$ cat src/rtl/ap_mon_pkg.sv
`default_nettype none
// ============================================================================
// Package : ap_mon_pkg
// Brief   : Shared types and read-field codes for ap_ctrl_perf_monitor.
// Rev     : 1.0
// ============================================================================
package ap_mon_pkg;

    typedef enum logic [1:0] {
        MON_IDLE = 2'd0,
        MON_RUN  = 2'd1,
        MON_HOLD = 2'd2
    } ap_mon_state_e;

    localparam logic [1:0] ST_IDLE = MON_IDLE;
    localparam logic [1:0] ST_RUN  = MON_RUN;
    localparam logic [1:0] ST_HOLD = MON_HOLD;

    localparam logic [2:0] FLD_COUNT     = 3'd0;
    localparam logic [2:0] FLD_LAST_LAT  = 3'd1;
    localparam logic [2:0] FLD_MIN_LAT   = 3'd2;
    localparam logic [2:0] FLD_MAX_LAT   = 3'd3;
    localparam logic [2:0] FLD_BUSY      = 3'd4;
    localparam logic [2:0] FLD_LAST_INTV = 3'd5;
    localparam logic [2:0] FLD_STALL     = 3'd6;
    localparam logic [2:0] FLD_STATE     = 3'd7;

    // Increment that sticks at the all-ones value of a 'width'-bit counter.
    function automatic logic [63:0] sat_inc(input logic [63:0] value, input int unsigned width);
        logic [63:0] max_val;
        max_val = (width >= 64) ? '1 : ((64'd1 << width) - 64'd1);
        return (value >= max_val) ? value : value + 64'd1;
    endfunction

endpackage
`default_nettype wire

$ cat src/rtl/ap_ctrl_chan_stats.sv
`default_nettype none
// ============================================================================
// Module  : ap_ctrl_chan_stats
// Brief   : One channel's handshake FSM and saturating statistics counters.
//           Stall counter present only with APMON_STALL_CNT_EN defined.
// Rev     : 1.0
// ============================================================================
module ap_ctrl_chan_stats
    import ap_mon_pkg::*;
#(
    parameter int CNT_W = 32
) (
    input  logic             clock,
    input  logic             reset,
    input  logic             i_ap_start,
    input  logic             i_ap_ready,
    input  logic             i_ap_done,
    input  logic             i_ap_continue,
    input  logic             i_freeze,
    input  logic             i_clear,
    input  logic [2:0]       i_rd_field,
    output logic [CNT_W-1:0] o_field_data
);

    localparam logic [CNT_W-1:0] CNT_ONES = '1;
    localparam logic [CNT_W-1:0] CNT_ONE  = CNT_W'(1);

    function automatic logic [CNT_W-1:0] inc(input logic [CNT_W-1:0] v);
        return CNT_W'(sat_inc(64'(v), CNT_W));
    endfunction

    logic [1:0]       state_q, state_d;
    logic [CNT_W-1:0] lat_run_q, lat_run_d;
    logic [CNT_W-1:0] count_q, count_d;
    logic [CNT_W-1:0] last_lat_q, last_lat_d;
    logic [CNT_W-1:0] min_lat_q, min_lat_d;
    logic [CNT_W-1:0] max_lat_q, max_lat_d;
    logic [CNT_W-1:0] busy_q, busy_d;
    logic [CNT_W-1:0] intv_run_q, intv_run_d;
    logic [CNT_W-1:0] last_intv_q, last_intv_d;
    logic             intv_seen_q, intv_seen_d;
    logic             rec;
    logic [CNT_W-1:0] rec_lat;
    logic             accept;
    logic [CNT_W-1:0] stall_val;

    assign accept = i_ap_start & i_ap_ready;

    // FSM keeps tracking under freeze/clear; only the statistics are gated.
    always_comb begin
        state_d   = state_q;
        lat_run_d = lat_run_q;
        rec       = 1'b0;
        rec_lat   = lat_run_q;
        case (state_q)
            ST_IDLE: begin
                if (i_ap_start) begin
                    lat_run_d = CNT_ONE;
                    if (i_ap_done) begin
                        rec     = 1'b1;
                        rec_lat = '0;
                        state_d = i_ap_continue ? ST_IDLE : ST_HOLD;
                    end else begin
                        state_d = ST_RUN;
                    end
                end
            end
            ST_RUN: begin
                if (!i_freeze) lat_run_d = inc(lat_run_q);
                if (i_ap_done) begin
                    rec     = 1'b1;
                    rec_lat = lat_run_q;
                    state_d = i_ap_continue ? ST_IDLE : ST_HOLD;
                end
            end
            ST_HOLD: begin
                if (i_ap_continue) state_d = ST_IDLE;
            end
            default: state_d = ST_IDLE;
        endcase
    end

    always_comb begin
        count_d     = count_q;
        last_lat_d  = last_lat_q;
        min_lat_d   = min_lat_q;
        max_lat_d   = max_lat_q;
        busy_d      = busy_q;
        intv_run_d  = intv_run_q;
        last_intv_d = last_intv_q;
        intv_seen_d = intv_seen_q;
        if (i_clear) begin
            count_d     = '0;
            last_lat_d  = '0;
            min_lat_d   = CNT_ONES;
            max_lat_d   = '0;
            busy_d      = '0;
            intv_run_d  = '0;
            last_intv_d = '0;
            intv_seen_d = 1'b0;
        end else if (!i_freeze) begin
            if (rec) begin
                count_d    = inc(count_q);
                last_lat_d = rec_lat;
                if (rec_lat < min_lat_q) min_lat_d = rec_lat;
                if (rec_lat > max_lat_q) max_lat_d = rec_lat;
            end
            if (state_q != ST_IDLE) busy_d = inc(busy_q);
            if (accept) begin
                if (intv_seen_q) last_intv_d = intv_run_q;
                intv_run_d  = CNT_ONE;
                intv_seen_d = 1'b1;
            end else if (intv_seen_q) begin
                intv_run_d = inc(intv_run_q);
            end
        end
    end

    always_ff @(posedge clock or posedge reset) begin
        if (reset) begin
            state_q     <= ST_IDLE;
            lat_run_q   <= '0;
            count_q     <= '0;
            last_lat_q  <= '0;
            min_lat_q   <= CNT_ONES;
            max_lat_q   <= '0;
            busy_q      <= '0;
            intv_run_q  <= '0;
            last_intv_q <= '0;
            intv_seen_q <= 1'b0;
        end else begin
            state_q     <= state_d;
            lat_run_q   <= lat_run_d;
            count_q     <= count_d;
            last_lat_q  <= last_lat_d;
            min_lat_q   <= min_lat_d;
            max_lat_q   <= max_lat_d;
            busy_q      <= busy_d;
            intv_run_q  <= intv_run_d;
            last_intv_q <= last_intv_d;
            intv_seen_q <= intv_seen_d;
        end
    end

`ifdef APMON_STALL_CNT_EN
    logic [CNT_W-1:0] stall_q, stall_d;

    always_comb begin
        stall_d = stall_q;
        if (i_clear) stall_d = '0;
        else if (!i_freeze && state_q == ST_HOLD) stall_d = inc(stall_q);
    end

    always_ff @(posedge clock or posedge reset) begin
        if (reset) stall_q <= '0;
        else       stall_q <= stall_d;
    end

    assign stall_val = stall_q;
`else
    assign stall_val = '0;
`endif

    always_comb begin
        o_field_data = '0;
        case (i_rd_field)
            FLD_COUNT:     o_field_data = count_q;
            FLD_LAST_LAT:  o_field_data = last_lat_q;
            FLD_MIN_LAT:   o_field_data = min_lat_q;
            FLD_MAX_LAT:   o_field_data = max_lat_q;
            FLD_BUSY:      o_field_data = busy_q;
            FLD_LAST_INTV: o_field_data = last_intv_q;
            FLD_STALL:     o_field_data = stall_val;
            FLD_STATE:     o_field_data = CNT_W'(state_q);
            default:       o_field_data = '0;
        endcase
    end

endmodule
`default_nettype wire

$ cat src/rtl/ap_ctrl_perf_monitor.sv
`default_nettype none
// ============================================================================
// Module  : ap_ctrl_perf_monitor
// Brief   : NUM_CH ap_ctrl handshake statistics with registered readout.
//           APMON_STALL_CNT_EN enables the per-channel HOLD stall counter.
// Rev     : 1.0
// ============================================================================
module ap_ctrl_perf_monitor
    import ap_mon_pkg::*;
#(
    parameter  int NUM_CH = 4,
    parameter  int CNT_W  = 32,
    localparam int CH_W   = (NUM_CH > 1) ? $clog2(NUM_CH) : 1
) (
    input  logic              clock,
    input  logic              reset,
    input  logic [NUM_CH-1:0] ap_start,
    input  logic [NUM_CH-1:0] ap_ready,
    input  logic [NUM_CH-1:0] ap_done,
    input  logic [NUM_CH-1:0] ap_continue,
    input  logic              freeze,
    input  logic              clear,
    input  logic              rd_en,
    input  logic [CH_W-1:0]   rd_ch,
    input  logic [2:0]        rd_field,
    output logic [CNT_W-1:0]  rd_data,
    output logic              rd_valid
);

    logic [CNT_W-1:0] ch_data [NUM_CH];
    logic [CNT_W-1:0] sel_data;
    logic [CNT_W-1:0] rd_data_q, rd_data_d;
    logic             rd_valid_q, rd_valid_d;

    for (genvar g = 0; g < NUM_CH; g++) begin : g_chan
        ap_ctrl_chan_stats #(
            .CNT_W(CNT_W)
        ) u_stats (
            .clock        (clock),
            .reset        (reset),
            .i_ap_start   (ap_start[g]),
            .i_ap_ready   (ap_ready[g]),
            .i_ap_done    (ap_done[g]),
            .i_ap_continue(ap_continue[g]),
            .i_freeze     (freeze),
            .i_clear      (clear),
            .i_rd_field   (rd_field),
            .o_field_data (ch_data[g])
        );
    end

    // Unmatched channel codes (rd_ch >= NUM_CH) fall through to zero.
    always_comb begin
        sel_data = '0;
        for (int i = 0; i < NUM_CH; i++) begin
            if (rd_ch == CH_W'(i)) sel_data = ch_data[i];
        end
        rd_valid_d = rd_en;
        rd_data_d  = rd_en ? sel_data : rd_data_q;
    end

    always_ff @(posedge clock or posedge reset) begin
        if (reset) begin
            rd_data_q  <= '0;
            rd_valid_q <= 1'b0;
        end else begin
            rd_data_q  <= rd_data_d;
            rd_valid_q <= rd_valid_d;
        end
    end

    assign rd_data  = rd_data_q;
    assign rd_valid = rd_valid_q;

endmodule
`default_nettype wire

$ cat config.mk
export PLATFORM = sky130hd
export DESIGN_NAME = ap_ctrl_perf_monitor
export DESIGN_NICKNAME = d
export VERILOG_FILES = /design/src/rtl/ap_mon_pkg.sv /design/src/rtl/ap_ctrl_chan_stats.sv /design/src/rtl/ap_ctrl_perf_monitor.sv
export SDC_FILE = /design/constraint.sdc
export NUM_CORES = 2
export LEC_CHECK = 0
export ABC_AREA = 1
export CAP_MARGIN = 20
export CELL_PAD_IN_SITES_DETAIL_PLACEMENT = 1
export CELL_PAD_IN_SITES_GLOBAL_PLACEMENT = 1
export CORE_MARGIN = 4
export CORE_UTILIZATION = 30
export DETAILED_ROUTE_END_ITERATION = 8
export GPL_ROUTABILITY_DRIVEN = 1
export GPL_TIMING_DRIVEN = 0
export PLACE_DENSITY = 0.64
export SLEW_MARGIN = 30
export SYNTH_ARGS = -nofsm -noshare
export SYNTH_HDL_FRONTEND = slang
export SYNTH_SLANG_ARGS = --single-unit
$ cat constraint.sdc
create_clock -name clock -period 40.8 [get_ports clock]
set_input_delay 8.16 -clock clock [delete_from_list [all_inputs] [get_ports clock]]
set_output_delay 8.16 -clock clock [all_outputs]
set_load 0.02 [all_outputs]
==> metrics.md <==
| Metric | Value |
|---|---|
| Cell area power density | 37.9 mW/mm2 |
| Final Non-Filler Cells | approximately 12000 |
| MaxCap Viol Count | 0 |
| Drt pass-1 iters | 5 |
| Setup Buffers After CTS | 0 |
| Crit path capture type | flip-flop |
| Htree depth | 4 |
| Post-synth EDFFs | 0 |
| Maximum operating frequency | 0.0817 GHz |
| Initial antenna violation count | 15 |
| Crit-path max FO | 10 |
| Largest net degree at the start of global routing | between 80 and 90 |
| Initial DRC count | 6898 |
| CP endpoint | g_chan[1].u_stats.max_lat_q[25] |
| RSZ-0062 raised after global routing | no |
| Fin crit period | 12240 ps |
| CTS Sinks | roughly 1100 |
| Sum of negative setup slack | 0 ps |
| Area leader, netlist | dfrtp_1 |
| Skew-Pair Late Insertion Delay | 820 ps |
| Die width | 476 um |
| Fin crit share | between 20 and 30% |
| WP data required | between 40000 and 50000 ps |
| Cells after synthesis | 8980 |
| Detailed-route via count | 68200 |
| Max clock buf depth | 3 |
| Net Count, Synth | just over 9000 |
| Post-CTS Resized | 0 |
| Launch point of the critical path | ap_start[1] |
| Slew Limit Fails | 0 |
| Unique masters post-synth | 62 |
| Synth area leaders | dfrtp_1 (36%), nand2_1 (12%), inv_1 (6.7%) |
| Outcome | finished, final reports clean |
| Cells after DPL | around 12000 |
| Final hold vios | 0 |
| Rows | around 170 |
| Count leader, synth | nand2_1 |
| Core area | approximately 0.22 mm2 |
| Crit Path Category | in2reg |
| Fill cells | 26700 |
| Synth top cells by count | nand2_1 (2182), inv_1 (1166), dfrtp_1 (941), nor2_1 (913), nand3_1 (520) |
| I/O pins | 59 |
| Worst hold path class | reg2reg |
| Routed Antenna Nets | 0 |
| Post-Synthesis Cell Area | between 0.06 and 0.07 mm2 |
| Remaining global-route overflow | 0 |
| Clk slew on worst S/H paths | ~60 ps |
| TritonCTS clock tree | done |
| Total GRT Usage | between 20% and 30% |
| Layout area overhead | 15.1% |
| R2r worst-path depth | 19 |
| Share of layout cells above drive strength 1 | under 10% |
| Post-Route WL | 343000 um |
| Reg2reg start | g_chan[1].u_stats.state_q[1] |
| Yosys reg bits | 1069 |
| Die Height | approximately 480 um |
| Startpoint Class | input port |
| Gpl congestion | 1.03 |
| Drt via density | approximately 5.6 |
| IR drop worst, VDD | 0.0303 mV |
| Number of global-route vias before repair | just under 70000 |
| Leakage | 32.6 nW |
| Port-buffer cells | 54 |
| Initial Utilization | between 30 and 40% |
| First-pass GRT wire length | 491000 um |
| Worst-Margin Slew | roughly 1100 ps |
| Nets | 9501 |
| Die area | 0.227 mm2 |
| TritonCTS Buffers | between 100 and 150 |
| Dominant synthesized flop cell | dfrtp_1 |
| Hold Buf Count CTS | 0 |
| Synth Area per Inst | roughly 7.3 um2 |
| Critical Path AT | about 13000 ps |
| Reg-to-reg endpoint | g_chan[1].u_stats.max_lat_q[25] |
| Clock skew | about 38 ps |
| Post-route DRC | 0 |
| Flop-to-flop setup slack | 36000 ps |
| Top cell type's share of synthesized area | 35.8% |
| FFs w/ async S/R, synth | 100% |
| Rel. slew slack | 25.9% |
| Wire per inst | 28.1 um |
| DP Wirelength | 272000 um |
| Root Driver | clkbuf_16 |
| Yosys warns | 0 |
| Final setup vio count | 0 |
| Seq/Total Area, Yosys | 40.9% |
==> state kept, by name, summed over array words and instances, names as in the netlist <==
register and cells:
rd_valid 1, g_chan.u_stats.min_lat_q 128, rd_data 32, g_chan.u_stats.state_q 8, g_chan.u_stats.count_q 128, g_chan.u_stats.intv_run_q 128
g_chan.u_stats.last_lat_q 128, g_chan.u_stats.last_intv_q 128, g_chan.u_stats.max_lat_q 128, g_chan.u_stats.intv_seen_q 4, g_chan.u_stats.lat_run_q 128, g_chan.u_stats.busy_q 128
==> metal layers <==
layer	track usage, %	share of wire (%)	vias up
met5	0	0.012	-
met4	13.2	5.3	6
met3	5.10	7.3	628
met2	44.4	43	2531
met1	40.8	44	34600
li1	-	-	30400
==> logic make-up after synthesis <==
logic type / share of synthesized area (%)
and+or+nand+nor: 28.2
buffers and inverters: 9.30
AOI/OAI and AO/OA: 14.3
DFF: 40.9
adders and majority gates: 5.10
xor gates and xnor gates: 2.16
==> cell usage in the layout, fill, tap and decap left out, types with 30 or more instances in the layout <==
cell type | netlist | routed
o22ai_1 | 142 | 142
ha_1 | 268 | 268
clkbuf_2 | 0 | 54
o31ai_1 | 143 | 143
o211ai_1 | 30 | 30
nand2_1 | 2182 | 2182
buf_2 | 79 | 94
inv_1 | 1166 | 1165
a21oi_1 | 390 | 390
nand4_1 | 199 | 199
o221ai_1 | 70 | 70
dfrtp_1 | 941 | 941
clkdlybuf4s50_1 | 0 | 54
o21a_1 | 34 | 34
o32ai_1 | 93 | 93
a211oi_1 | 41 | 41
xor2_1 | 140 | 140
dfstp_2 | 128 | 128
nor2_1 | 913 | 912
nor4_1 | 106 | 104
o21ai_0 | 489 | 487
clkbuf_1 | 274 | 248
clkbuf_16 | 0 | 145
nor3_1 | 342 | 342
nand3_1 | 520 | 520
==> report_power, final <==
| part | switching (mW) | leakage [nW] | internal [mW] |
|---|---|---|---|
| sequential | 0.0293 | 14.4 | 1.10 |
| clock | 0.549 | 2.41 | 0.804 |
| combinational | 0.293 | 15.8 | 0.0866 |
==> worst min path at each step <==
stage	startpoint	end	depth (start not counted)
3_5_place_dp	g_chan[1].u_stats.min_lat_q[3]	g_chan[1].u_stats.min_lat_q[3]	2
5_1_grt	g_chan[1].u_stats.min_lat_q[13]	g_chan[1].u_stats.min_lat_q[13]	2
3_3_place_gp	g_chan[1].u_stats.min_lat_q[31]	g_chan[1].u_stats.min_lat_q[31]	2
4_1_cts	g_chan[1].u_stats.min_lat_q[3]	g_chan[1].u_stats.min_lat_q[3]	2
2_1_floorplan	g_chan[1].u_stats.lat_run_q[8]	g_chan[1].u_stats.lat_run_q[8]	1
6_report	g_chan[1].u_stats.min_lat_q[3]	g_chan[1].u_stats.min_lat_q[3]	2
==> worst max-delay path, stage by stage <==
cell             delay [ps]
clkdlybuf4s50_1         700
nand2_1                 100
inv_1                    70
nand2_1                 100
inv_1                   180
clkbuf_1                410
clkbuf_1                450
clkbuf_1                450
nor2_1                  130
ha_1                    320
nand2_1                  80
nor2_1                  140
nand2_1                 100
nor4_1                  430
nand2_1                 110
nand2_1                  80
nand2_1                  50
nand2_1                 200
clkbuf_1                440
nand3_1                 140
nand2_1                 100
==> per-stage QoR <==
stage               worst slack, ps  hold WS, ps  instance area (um2)  power (mW)  utilization [%]
global route                  28060          476                75700        2.96             34.8
floorplan                      2760          433                65800        1.34                -
global placement             -13660          452                69900        1.51             32.1
detailed placement            27700          455                70700        1.52             32.5
finish                        28560          463                75700        2.87             34.8
CTS                           28530          464                75600        2.88             34.8
==> area by class of cell <==
type / count / area [um2] / area share, %
diodes: 7 / 17.5 / 0.0232
plain buffers: 401 / 1740 / 2.29
clock buffers: 199 / 4090 / 5.41
clock inverters: 60 / 830 / 1.10
inverters: 1189 / 4470 / 5.91
multi-input cells: 6321 / 32700 / 43.3
flip-flops and latches: 1069 / 26900 / 35.6
well taps: 2854 / 3570 / 4.72
repair buffers: 84 / 1290 / 1.70
Power figures use the tool's default switching activity.
